[src/rtl/mem_stage.sv]
// Memory stage: retires ALU results to writeback and runs loads/stores over a
// req/ack data-memory port, stalling upstream while a transaction is outstanding.
module mem_stage #(
  parameter int unsigned TIMEOUT = 255
) (
  input  logic        clk,
  input  logic        reset,
  input  logic [73:0] exbus,
  output logic        mem_stall,
  output logic        dmem_req,
  output logic        dmem_we,
  output logic [31:0] dmem_addr,
  output logic [31:0] dmem_wdata,
  input  logic        dmem_ack,
  input  logic [31:0] dmem_rdata,
  output logic [37:0] wbbus,
  output logic [4:0]  mem_dst,
  output logic [32:0] mem_bypass,
  output logic        mem_err
);

  localparam int unsigned CNT_W    = 16;
  localparam logic [3:0]  OP_LOAD  = 4'b1000;
  localparam logic [3:0]  OP_STORE = 4'b1001;

  typedef struct packed {
    logic        valid;
    logic [3:0]  op;
    logic [4:0]  dst;
    logic [31:0] res;
    logic [31:0] stval;
  } ex_t;

  typedef struct packed {
    logic        valid;
    logic [4:0]  dst;
    logic [31:0] data;
  } wb_t;

  typedef enum logic {S_IDLE, S_WAIT} state_t;

  ex_t              ex;
  state_t           state, state_n;
  logic [CNT_W-1:0] cnt, cnt_n;
  logic [4:0]       lat_dst, lat_dst_n;
  logic             lat_load, lat_load_n;
  wb_t              wb, wb_n;
  logic             req_n, we_n, err_n;
  logic [31:0]      addr_n, wdata_n;
  logic             is_alu, is_mem;

  assign ex     = ex_t'(exbus);
  assign is_alu = ex.valid && (ex.op >= 4'd1) && (ex.op <= 4'd7);
  assign is_mem = ex.valid && ((ex.op == OP_LOAD) || (ex.op == OP_STORE));

  assign mem_stall = (state == S_WAIT);
  assign wbbus     = wb;

  // Next-state and next-output logic
  always_comb begin
    state_n    = state;
    cnt_n      = cnt;
    lat_dst_n  = lat_dst;
    lat_load_n = lat_load;
    wb_n       = '{valid: 1'b0, dst: wb.dst, data: wb.data};
    req_n      = dmem_req;
    we_n       = dmem_we;
    addr_n     = dmem_addr;
    wdata_n    = dmem_wdata;
    err_n      = mem_err;
    case (state)
      S_IDLE: begin
        if (is_alu) begin
          wb_n = '{valid: 1'b1, dst: ex.dst, data: ex.res};
        end else if (is_mem) begin
          if (ex.res[1:0] != 2'b00) begin
            err_n = 1'b1;
          end else begin
            lat_dst_n  = ex.dst;
            lat_load_n = (ex.op == OP_LOAD);
            addr_n     = ex.res;
            wdata_n    = ex.stval;
            we_n       = (ex.op == OP_STORE);
            req_n      = 1'b1;
            cnt_n      = '0;
            state_n    = S_WAIT;
          end
        end
      end
      S_WAIT: begin
        // Ack takes priority over an expiring timeout on the same edge
        if (dmem_ack) begin
          req_n   = 1'b0;
          state_n = S_IDLE;
          if (lat_load) begin
            wb_n = '{valid: 1'b1, dst: lat_dst, data: dmem_rdata};
          end
        end else if (cnt == CNT_W'(TIMEOUT - 1)) begin
          req_n   = 1'b0;
          err_n   = 1'b1;
          state_n = S_IDLE;
        end else begin
          cnt_n = cnt + CNT_W'(1);
        end
      end
      default: state_n = S_IDLE;
    endcase
  end

  // Hazard-control view of the instruction held in this stage
  always_comb begin
    mem_dst    = 5'd0;
    mem_bypass = 33'd0;
    if (state == S_WAIT) begin
      if (lat_load) mem_dst = lat_dst;
    end else begin
      if (is_alu || (ex.valid && ex.op == OP_LOAD)) mem_dst = ex.dst;
      if (is_alu) mem_bypass = {1'b1, ex.res};
    end
  end

  always_ff @(posedge clk or negedge reset) begin
    if (!reset) begin
      state      <= S_IDLE;
      cnt        <= '0;
      lat_dst    <= '0;
      lat_load   <= 1'b0;
      wb         <= '0;
      dmem_req   <= 1'b0;
      dmem_we    <= 1'b0;
      dmem_addr  <= '0;
      dmem_wdata <= '0;
      mem_err    <= 1'b0;
    end else begin
      state      <= state_n;
      cnt        <= cnt_n;
      lat_dst    <= lat_dst_n;
      lat_load   <= lat_load_n;
      wb         <= wb_n;
      dmem_req   <= req_n;
      dmem_we    <= we_n;
      dmem_addr  <= addr_n;
      dmem_wdata <= wdata_n;
      mem_err    <= err_n;
    end
  end

endmodule
[config.mk]
export PLATFORM = sky130hd
export DESIGN_NAME = mem_stage
export DESIGN_NICKNAME = d
export VERILOG_FILES = /design/src/rtl/mem_stage.sv
export SDC_FILE = /design/constraint.sdc
export NUM_CORES = 1
export LEC_CHECK = 0
export ABC_AREA = 1
export BUFFER_PORTS_ARGS = -buffer_cell sky130_fd_sc_hd__buf_2
export CAP_MARGIN = 20
export CORE_UTILIZATION = 48
export DETAILED_ROUTE_END_ITERATION = 8
export GPL_ROUTABILITY_DRIVEN = 0
export PLACE_DENSITY = 0.86
export SLEW_MARGIN = 30
export SYNTH_ARGS = -nofsm -noshare
export SYNTH_HDL_FRONTEND = slang
export SYNTH_SLANG_ARGS = --single-unit
[constraint.sdc]
create_clock -name clk -period 2.05 [get_ports clk]
set_clock_uncertainty 0.1 [all_clocks]
set_input_delay 0.205 -clock clk [delete_from_list [all_inputs] [get_ports clk]]
set_output_delay 0.205 -clock clk [all_outputs]
set_load 0.02 [all_outputs]
==> results.md <==
* Total gr overflow at 0
* Clock latency on the worst-skew pair at 0.41 ns
* Drt first-iter violations at 579
* Core area at 0.0120 mm2
* Initial Utilization at just under 50%
* Hold Vio Cnt, Final at 0
* Final setup viols at 0
* CP Max Fanout at 14
* Max-cap violations at 0
* Initial antenna violation count at 1
* Vias at about 6800
* Root buf cell: clkbuf_16
* Pwr Total at ~8.5 mW
* Finished Layout Cells at between 1000 and 1500
* DP Worst Slack at 0.151 ns
* Crit. Startpoint: mem_stall
* Largest family of logic cells by synthesized area: simple AND/OR/NAND/NOR gates
* Worst Path Required at 1.75 ns
* Die width at 113 um
* Post-DR vias/cell at ~5.4
* Dpl hpwl at 11900 um
* Final Cycle Share at between 90 and 100%
* Post-route ant nets at 0
* Syn avg cell area at roughly 8.2 um2
* Yosys warnings at 0
* Number of nets in the layout at 1201
* Die footprint at between 0.01 and 0.015 mm2
* Simple-Gate Fraction of Synth Area at approximately a third
* DRC at 0
* Dpl cells at ~1100
* Reg2Reg Launch Point: mem_stall
* Area of the mapped netlist at 0.00591 mm2
* Post-placement cell area at approximately 0.0073 mm2
* CTS tree: yes
* Clk sinks at about 130
* Worst-margin pin slew at just over 0.6 ns
* Total CTS buffers at 17
* Yosys cell types at 37
* Commonest cells after routing, fill and taps aside: nand2_1, buf_2, dfrtp_1
* Area Overhead vs Synth at 55.9%
* Max clock buf depth at 2
* First-pass GRT wire length at ~34000 um
* PwrDens at 917 mW/mm2
* Hold path cells at 3
* Fmax at between 400 and 500 MHz
* Net Count, Synth at 829
* Minimum clock period at between 2 and 2.5 ns
* Total GRT Usage at 34.7%
* Compound-gate portion of the synthesized area at about 5.0%
* Avg WL per Cell at between 15 and 20 um
* Wirelength, routed at between 20000 and 25000 um
* CP arrival at between 1.5 and 2 ns
* #FFs+latches synth at 128
* Worst Slack Setup Final at ~0.044 ns
* IO Port Bufs at between 200 and 300
* Slew Limit Fails at 0
* Worst setup path class: flip-flop to output port
* Leakage at 5.25 nW
* Boundary Pins at 253
* H-tree depth at 4
* Overall die height at roughly 110 um
* Filler cell count in the final layout at 736
* FP Rows at 40
* Finished Core Util at about three quarters
* Hold_sp: exbus[72]
* Slew margin rel. at between 50% and 60%
* Mux contribution to synthesized area at 0%
* Min-delay worst type: input pin to flip-flop
* Final instance area at roughly 0.0092 mm2
* Worst Setup End Kind: output port
* Post-synthesis adder-cell area fraction at 0.423%
* Seq/Total Area, Yosys at between 50% and 60%
* Share of cells above drive strength 1 at 31.1%
* Commonest non-fill, non-tap cell in the layout: nand2_1
* Outcome: finished clean
* Largest net degree at the start of global routing at 44
* Number of global-route vias before repair at around 7000
* Worst setup SP type: flip-flop
* Drt pass-1 iters at 6
* Post-Synthesis Cells at just over 700
* Xor/xnor cell area share of the yosys netlist at less than 1%
* Worst-path clk slew at ~0.060 ns
* R2r worst-path depth at 6
* Maximum vdd drop at ~0.53 mV
[synthesized netlist by cell type, drive strengths merged]
master	count	area [um2]
o21ai	25	163
or2	1	6.26
nor3b	3	22.5
ha	2	25.0
inv	64	248
o22ai	6	43.8
buf	31	201
o21a	1	7.51
nor2	28	136
dfrtp	128	3200
xor2	3	26.3
nand2	320	1240
clkbuf	3	11.3
xnor2	1	8.76
o211ai	5	37.5
nand4	5	46.3
a21oi	2	21.3
nand3b	1	7.51
nor3	1	5.00
o21bai	3	22.5
nand3	85	430
[worst paths after layout]
path | slack, ns | to
max | 0.04 | mem_bypass[3]
min | 0.02 | lat_load
max reg2reg | 0.06 | wbbus[28]
min reg2reg | 0.37 | dmem_addr[14]
max in group asynchronous | 0.91 | dmem_wdata[11]
min in group asynchronous | 0.25 | wbbus[25]
[layout make-up]
class                           instances  area, um2  share of cell area (%)
Inverter                               64        260                    2.83
Timing Repair inverter                  3       36.3                   0.394
Antenna cell                            1       2.50                  0.0272
Clock buffer                           18        439                    4.77
Timing Repair Buffer                  384       2640                    28.6
Clock inverter                         14        189                    2.05
Multi-Input combinational cell        492       2260                    24.5
Tap cell                              147        184                    2.00
Sequential cell                       128       3200                    34.8
[cells by family after synthesis]
family                     Yosys count
DFF                                128
adders and majority gates            2
and+or+nand+nor                    444
xor gates and xnor gates             4
AOI/OAI and AO/OA                   42
buffers and inverters               98
[state kept, by name, indices dropped and copies added (netlist names), 5 cells and up]
register    flops
dmem_wdata     32
lat_dst         5
cnt            16
dmem_addr      32
wbbus          38
[per-stage QoR]
stage	setup TNS, ns	hold slack, ns
global route	-0.0313	0.0327
global placement	0	0.146
detailed placement	0	0.150
CTS	0	0.00412
finish	0	0.0188
floorplan	0	-0.191
[per-layer routing]
metal	vias to the layer above	track usage [%]	share of wire [%]
met3	148	11.4	9.2
met2	504	58.5	49
met5	-	0	0
met4	0	23.8	6.0
li1	2992	-	-
met1	3115	37.1	36
[worst max-delay path: stages (launching register included)]
cell and delay, ns:
dfrtp_2 0.44, inv_8 0.13, nand3_4 0.12, buf_12 0.18
inv_8 0.10, nand2_1 0.08, inv_1 0.07, buf_2 0.17
[power by group]
part	switching, mW	total (mW)	internal [mW]
sequential	0.278	3.23	2.96
combinational	1.25	2.03	0.773
clock	1.13	3.19	2.06
total	2.66	8.45	5.79
[repair_timing]
item	CTS	global route
hold buffers	111	0
gates resized for setup	4	8
setup endpoints to repair	34	40
hold endpoints to repair	143	0
setup buffers	0	4
cloned	0	4
No activity file was read; power rests on OpenSTA's default activity.
